### src/rtl/gb_vga_pkg.sv
// Constants and state encoding shared by the Game Boy capture and VGA read sides.
package gb_vga_pkg;

   localparam int GB_H_PIXELS    = 160;
   localparam int GB_V_PIXELS    = 144;
   localparam int GB_PIXEL_COUNT = GB_H_PIXELS * GB_V_PIXELS;
   localparam int FB_ADDR_WIDTH  = 15;
   localparam int TIMEOUT_CYCLES = 2_500_000;

   typedef enum logic [1:0] {
      ST_IDLE    = 2'd0,
      ST_CAPTURE = 2'd1,
      ST_DONE    = 2'd2
   } cap_state_e;

endpackage

### src/rtl/gb_input_sync.sv
// Brings the asynchronous GB LCD bus into the clk domain and turns its edges
// into single-cycle strobes: pixel (px_clk falling), line and frame (sync rising).
module gb_input_sync (
   input  logic       clk,
   input  logic       rst,
   input  logic       gb_px_clk,
   input  logic       gb_hsync,
   input  logic       gb_vsync,
   input  logic [1:0] gb_dat,
   output logic       px_strobe,
   output logic       line_evt,
   output logic       frame_evt,
   output logic [1:0] dat_s
);

   // Bit 0 is the metastability flop, bit 1 the synced value, bit 2 its history.
   logic [2:0] px_q;
   logic [2:0] hs_q;
   logic [2:0] vs_q;
   logic [1:0] dat1_q;
   logic [1:0] dat2_q;

   // NOTE: non-blocking assignments let each stage take the previous stage's old value, forming a true shift chain.
   always_ff @(posedge clk or posedge rst) begin
      if (rst) begin
         px_q   <= '0;
         hs_q   <= '0;
         vs_q   <= '0;
         dat1_q <= '0;
         dat2_q <= '0;
      end else begin
         px_q   <= {px_q[1:0], gb_px_clk};
         hs_q   <= {hs_q[1:0], gb_hsync};
         vs_q   <= {vs_q[1:0], gb_vsync};
         dat1_q <= gb_dat;
         dat2_q <= dat1_q;
      end
   end

   assign px_strobe = !px_q[1] && px_q[2];
   assign line_evt  = hs_q[1] && !hs_q[2];
   assign frame_evt = vs_q[1] && !vs_q[2];
   assign dat_s     = dat2_q;

endmodule

### src/rtl/gb_capture_ctrl.sv
// Write side of the Game Boy framebuffer: tracks column/line from the synced LCD
// bus, issues linear-address writes and keeps the gb_on link-alive flag.
module gb_capture_ctrl #(
   parameter int GB_H_PIXELS    = gb_vga_pkg::GB_H_PIXELS,
   parameter int GB_V_PIXELS    = gb_vga_pkg::GB_V_PIXELS,
   parameter int FB_ADDR_WIDTH  = gb_vga_pkg::FB_ADDR_WIDTH,
   parameter int TIMEOUT_CYCLES = gb_vga_pkg::TIMEOUT_CYCLES
) (
   input  logic                     clk,
   input  logic                     rst,
   input  logic                     gb_px_clk,
   input  logic                     gb_hsync,
   input  logic                     gb_vsync,
   input  logic [1:0]               gb_dat,
   output logic                     fb_we,
   output logic [FB_ADDR_WIDTH-1:0] fb_waddr,
   output logic [1:0]               fb_wdata,
   output logic                     frame_done,
   output logic                     gb_on,
   output logic                     overrun
);

   import gb_vga_pkg::cap_state_e;
   import gb_vga_pkg::ST_IDLE;
   import gb_vga_pkg::ST_CAPTURE;
   import gb_vga_pkg::ST_DONE;

   localparam int COL_W  = $clog2(GB_H_PIXELS + 1);
   localparam int LINE_W = (GB_V_PIXELS > 1) ? $clog2(GB_V_PIXELS) : 1;
   localparam int TO_W   = $clog2(TIMEOUT_CYCLES + 1);

   localparam logic [COL_W-1:0]  COL_END   = COL_W'(GB_H_PIXELS);
   localparam logic [COL_W-1:0]  COL_LAST  = COL_W'(GB_H_PIXELS - 1);
   localparam logic [LINE_W-1:0] LINE_LAST = LINE_W'(GB_V_PIXELS - 1);
   localparam logic [TO_W-1:0]   TO_MAX    = TO_W'(TIMEOUT_CYCLES);
   localparam logic [TO_W-1:0]   TO_LAST   = TO_W'(TIMEOUT_CYCLES - 1);

   logic       px_strobe;
   logic       line_evt;
   logic       frame_evt;
   logic [1:0] dat_s;

   gb_input_sync u_sync (
      .clk       (clk),
      .rst       (rst),
      .gb_px_clk (gb_px_clk),
      .gb_hsync  (gb_hsync),
      .gb_vsync  (gb_vsync),
      .gb_dat    (gb_dat),
      .px_strobe (px_strobe),
      .line_evt  (line_evt),
      .frame_evt (frame_evt),
      .dat_s     (dat_s)
   );

   cap_state_e               state_q;
   logic [COL_W-1:0]         col_q;
   logic [LINE_W-1:0]        line_q;
   logic [FB_ADDR_WIDTH-1:0] addr_q;
   logic [TO_W-1:0]          to_cnt_q;
   logic [TO_W-1:0]          to_cnt_d;
   logic                     fb_we_q;
   logic [FB_ADDR_WIDTH-1:0] fb_waddr_q;
   logic [1:0]               fb_wdata_q;
   logic                     frame_done_q;
   logic                     gb_on_q;
   logic                     overrun_q;

   logic                     restart;
   logic                     line_adv;
   logic                     capturing;
   logic                     accept;
   logic                     drop;
   logic                     last_px;
   logic                     overrun_set;
   logic                     timeout_hit;
   logic [COL_W-1:0]         col_eff;
   logic [LINE_W-1:0]        line_eff;
   logic [FB_ADDR_WIDTH-1:0] addr_eff;

   // Position after applying this cycle's frame/line event, so a pixel arriving
   // together with an event lands at the start of the new frame or line.
   // NOTE: every always_comb output gets a default first, otherwise synthesis infers latches.
   always_comb begin
      restart   = frame_evt && (state_q != ST_IDLE);
      line_adv  = line_evt && (state_q == ST_CAPTURE) && (col_q != '0) &&
                  (line_q != LINE_LAST) && !restart;
      capturing = restart || (state_q == ST_CAPTURE);
      col_eff   = col_q;
      line_eff  = line_q;
      addr_eff  = addr_q;
      if (restart) begin
         col_eff  = '0;
         line_eff = '0;
         addr_eff = '0;
      end else if (line_adv) begin
         col_eff  = '0;
         line_eff = line_q + LINE_W'(1);
      end
      accept      = px_strobe && capturing && (col_eff < COL_END);
      drop        = px_strobe && !accept && (state_q != ST_IDLE);
      last_px     = accept && (line_eff == LINE_LAST) && (col_eff == COL_LAST);
      overrun_set = drop || (frame_evt && (state_q == ST_CAPTURE));
   end

   always_comb begin
      to_cnt_d = to_cnt_q;
      if (px_strobe) begin
         to_cnt_d = '0;
      end else if (to_cnt_q != TO_MAX) begin
         to_cnt_d = to_cnt_q + TO_W'(1);
      end
   end

   // Fires only on the cycle the counter reaches the limit, so a later VSYNC can restart capture.
   assign timeout_hit = !px_strobe && (to_cnt_q == TO_LAST);

   always_ff @(posedge clk or posedge rst) begin
      if (rst) begin
         to_cnt_q <= '0;
      end else begin
         to_cnt_q <= to_cnt_d;
      end
   end

   always_ff @(posedge clk or posedge rst) begin
      if (rst) begin
         state_q      <= ST_IDLE;
         col_q        <= '0;
         line_q       <= '0;
         addr_q       <= '0;
         fb_we_q      <= 1'b0;
         fb_waddr_q   <= '0;
         fb_wdata_q   <= '0;
         frame_done_q <= 1'b0;
         gb_on_q      <= 1'b0;
         overrun_q    <= 1'b0;
      end else if (timeout_hit) begin
         state_q      <= ST_IDLE;
         gb_on_q      <= 1'b0;
         fb_we_q      <= 1'b0;
         frame_done_q <= 1'b0;
      end else begin
         fb_we_q      <= accept;
         frame_done_q <= last_px;
         if (accept) begin
            fb_waddr_q <= addr_eff;
            fb_wdata_q <= dat_s;
         end
         if (overrun_set) begin
            overrun_q <= 1'b1;
         end
         case (state_q)
            ST_IDLE: begin
               if (frame_evt) begin
                  state_q <= ST_CAPTURE;
                  col_q   <= '0;
                  line_q  <= '0;
                  addr_q  <= '0;
               end
            end
            default: begin
               if (last_px) begin
                  state_q <= ST_DONE;
                  gb_on_q <= 1'b1;
               end else if (capturing) begin
                  state_q <= ST_CAPTURE;
               end
               if (capturing) begin
                  col_q  <= accept ? col_eff + COL_W'(1) : col_eff;
                  line_q <= line_eff;
                  addr_q <= (accept && !last_px) ? addr_eff + FB_ADDR_WIDTH'(1) : addr_eff;
               end
            end
         endcase
      end
   end

   assign fb_we      = fb_we_q;
   assign fb_waddr   = fb_waddr_q;
   assign fb_wdata   = fb_wdata_q;
   assign frame_done = frame_done_q;
   assign gb_on      = gb_on_q;
   assign overrun    = overrun_q;

endmodule

### config.mk
export PLATFORM = sky130hd
export DESIGN_NAME = gb_capture_ctrl
export DESIGN_NICKNAME = d
export VERILOG_FILES = /design/src/rtl/gb_vga_pkg.sv /design/src/rtl/gb_input_sync.sv /design/src/rtl/gb_capture_ctrl.sv
export SDC_FILE = /design/constraint.sdc
export NUM_CORES = 1
export LEC_CHECK = 0
export BUFFER_PORTS_ARGS = -buffer_cell sky130_fd_sc_hd__buf_2
export CAP_MARGIN = 10
export CORE_AREA = 2 2 67 133
export DETAILED_ROUTE_END_ITERATION = 8
export DIE_AREA = 0 0 69 135
export PLACE_DENSITY = 0.71
export SETUP_SLACK_MARGIN = 0.4
export SLEW_MARGIN = 20
export SYNTH_ARGS = -nofsm -noshare
export SYNTH_HDL_FRONTEND = slang
export SYNTH_SLANG_ARGS = --single-unit
### constraint.sdc
create_clock -name clk -period 6.05 [get_ports clk]
set_input_delay 0.3025 -clock clk [delete_from_list [all_inputs] [get_ports clk]]
set_output_delay 0.3025 -clock clk [all_outputs]
set_load 0.01 [all_outputs]
==> qor.yml <==
run_status:
  status: "complete, no violations"
place:
  dpl_cell_area_mm2: 0.00465
  gp_congestion: 0.877
  dp_hpwl_um: 7040
  dp_cells: 567
  io_buffers: 27
die:
  die_x_um: 69
  die_y_um: 135
  ios: 28
  dieArea_mm2: 0.00932
  start_util: 0.539
  core_mm2: 0.00823
  rows: 47
sta:
  maxSlewHeadroom: 0.317
  finalCriticalPeriod_ps: 3720
  slew_viol_final: 0
  tightest_slew_ps: 1020
  tns_ps: 0
  hold_violations: 0
  finalCritPeriodShare: 0.614
  max_freq_mhz: 269
  whs_ps: 60.0
  finClkSkew_ps: 7.70
  setup_viol: 0
  rsz0062_at_grt: "no"
global_route:
  first_global_vias: 3593
  antenna_found_initial: 0
  grt_pass1_wl_um: 17100
  grt_overflow_total: 0
  grt.total_usage: 0.230
  grt_max_degree: 90
drt:
  drt-initial-drc-count: 267
  avgViaCountPerCell: 5.98
  via_count: 3484
  wl_um: 9990
  ant_nets: 0
  drc: 0
  routedWlPerCell_um: 17.1
  dr.pass1.iters: 4
finish:
  postLayoutCellArea_mm2: 0.00498
  drive_above_1_share: 0.140
  area_delta_synth_final_pct: 12.2
  stdcell_count: 583
  nFillCells: 710
  antenna_cells: 0
  fin_nets: 492
clocking:
  cts_buffers: 9
  cts.repair.resized: 0
  postCtsSetupRepairBufs: 0
  cts.sinks: 89
  cts_root_buf: "clkbuf_16"
  path_clk_slew_ps: 70
  htreeDepth: 3
  clk_path_buf_depth: 2
  cts_tree: "built"
  clkLatencyLatePin_ps: 340
  cts_hold_buf: 0
synth:
  synthCells: 455
  yosysUniqueCellTypes: 64
  synth-seq-area-share: 0.502
  synth_nets: 467
  syn-cell-area_mm2: 0.00444
  synth_commonest_cells: "89 x dfrtp_1, 67 x nand2_1, 38 x nor2_1"
  synth_ff_type: "dfrtp_1"
  avgSynthCellArea_um2: 9.76
  synth_warnings: 0
  synth_async_sr_flop_share: 1.00
  synth_area_leaders: "dfrtp_1 50%, nand2_1 5.7%, o21ai_0 3.5%"
  synth_edf_count: 0
  yosys.area.top_type_share: 0.502
  synth.most_common_cell: "dfrtp_1"
  synth-seq-cells: 89
  yosys.area.top_type: "dfrtp_1"
critical_path:
  regToRegSetupSlack_ps: 2330
  setup.worst_path.start: "line_q[5]"
  required_ps: 6280
  r2r-end: "addr_q[3]"
  cp-endpoint: "addr_q[3]"
  path_max_fanout: 15
  endpoint_kind: "flop"
  cp_slowest_cell: "nor4_4"
  cp-start-kind: "flop"
  rr_worst_depth: 12
  crit_cells: 12
  reg2reg_from: "line_q[5]"
  path_cells: "or3b_1 > or3_4 > a21oi_4 > and2_1 > ha_1 > nand4_1 > inv_1 > nand3_4 > nor4_4 > nor2_4 > a32o_1 > a31o_1"
  cp.arrival_ps: 3950
  crit_buf_inv: 1
  critPathTopFamily: "simple AND/OR/NAND/NOR gates"
  critPathKind: "reg -> reg"
  cp_slowest_stage_delay_ps: 560
power_and_ir_drop:
  power.total_mw: 1.38
  powerDensity_mw_per_mm2: 276
  ir_drop_mv: 0.193
  leakage_nw: 2.22
worst_hold_path:
  min_path_type: "in -> reg"
flow_run:
  maxCapViolations: 0
## layout make-up
type / instances / area (um2) / share of cell area
clock buffers: 9 / 225 / 0.0452
clock inverters: 7 / 101 / 0.0203
inverters: 12 / 46.3 / 0.00929
multi-input cells: 337 / 2090 / 0.419
flip-flops and latches: 89 / 2230 / 0.447
well taps: 98 / 123 / 0.0246
repair buffers: 31 / 169 / 0.0339
## where the power goes
group	internal (mW)	total, mW	leakage (nW)	switching, mW
Sequential	0.623	0.652	1.19	0.0288
Combinational	0.0422	0.116	0.877	0.0738
Clock	0.365	0.609	0.153	0.244
Total	1.03	1.38	2.22	0.347
## cells by family after synthesis
family	synth area share
AO/OA/AOI/OAI	0.141
XOR/XNOR	0.0414
adder cells (fa/ha/maj)	0.0141
buffers and inverters	0.0299
flip-flops	0.502
multiplexers	0.0101
AND/OR/NAND/NOR	0.262
## stage by stage
step	setup slack (ps)	utilization
6_report	2330	0.605
5_1_grt	2080	0.605
4_1_cts	2320	0.604
3_5_place_dp	2340	0.564
3_3_place_gp	2440	0.564
2_1_floorplan	2760	-
## metal layers
metal / global-route usage / part of all wire / up-vias
met5: 0 / 0 / -
met4: 0.149 / 0.052 / 0
met2: 0.399 / 0.53 / 78
met1: 0.258 / 0.38 / 1698
met3: 0.0373 / 0.029 / 36
li1: - / - / 1672
## registers in the layout, summed over array words and instances, names as in the netlist
signal         count
frame_done         1
fb_waddr          15
u_sync.px_q        3
line_q             8
u_sync.vs_q        3
state_q            2
u_sync.dat_s       2
u_sync.hs_q        3
u_sync.dat1_q      2
to_cnt_q          22
fb_wdata           2
gb_on              1
overrun            1
fb_we              1
addr_q            15
col_q              8
## how the worst min path moves through the flow
| stage | startpoint | to | slack, ps | depth (start not counted) |
|---|---|---|---|---|
| 4_1_cts | gb_dat[0] | u_sync.dat1_q[0] | 50 | 1 |
| 5_1_grt | gb_vsync | u_sync.vs_q[0] | 60 | 1 |
| 3_3_place_gp | u_sync.dat1_q[0] | u_sync.dat_s[0] | 330 | 0 |
| 6_report | gb_dat[0] | u_sync.dat1_q[0] | 60 | 1 |
| 3_5_place_dp | u_sync.vs_q[0] | u_sync.vs_q[1] | 330 | 0 |
| 2_1_floorplan | u_sync.dat1_q[0] | u_sync.dat_s[0] | 330 | 0 |
## worst register-to-register path, delay by kind of cell, from the launching register on
kind	cells	cell delay, ps
flops	1	480
simple gates	7	1990
buf+inv	1	150
compound gates	3	790
fa+ha+maj	1	220
## cells in the final DEF, fill, tap and decap left out, types with 2 or more instances in the layout
cell type	count
or4_1	3
nor4_1	6
inv_6	2
buf_2	27
a31oi_1	4
buf_4	3
dfrtp_1	89
inv_1	10
nor4b_1	2
mux2_2	2
a21oi_1	20
clkbuf_16	9
a22o_1	4
nand4_1	7
and3_1	9
xor2_1	11
nand4b_1	2
a32o_1	6
nor4_4	3
ha_1	5
nor2_1	38
and4_1	6
o21ai_1	5
xnor2_1	10
bufinv_16	2
or2b_1	2
o21ai_0	29
and2_1	7
nand2b_1	4
nor2b_1	6
nand3_1	30
nor3_1	12
clkinvlp_4	2
nand2_1	67
o31ai_1	5
Power figures use the tool's default switching activity.
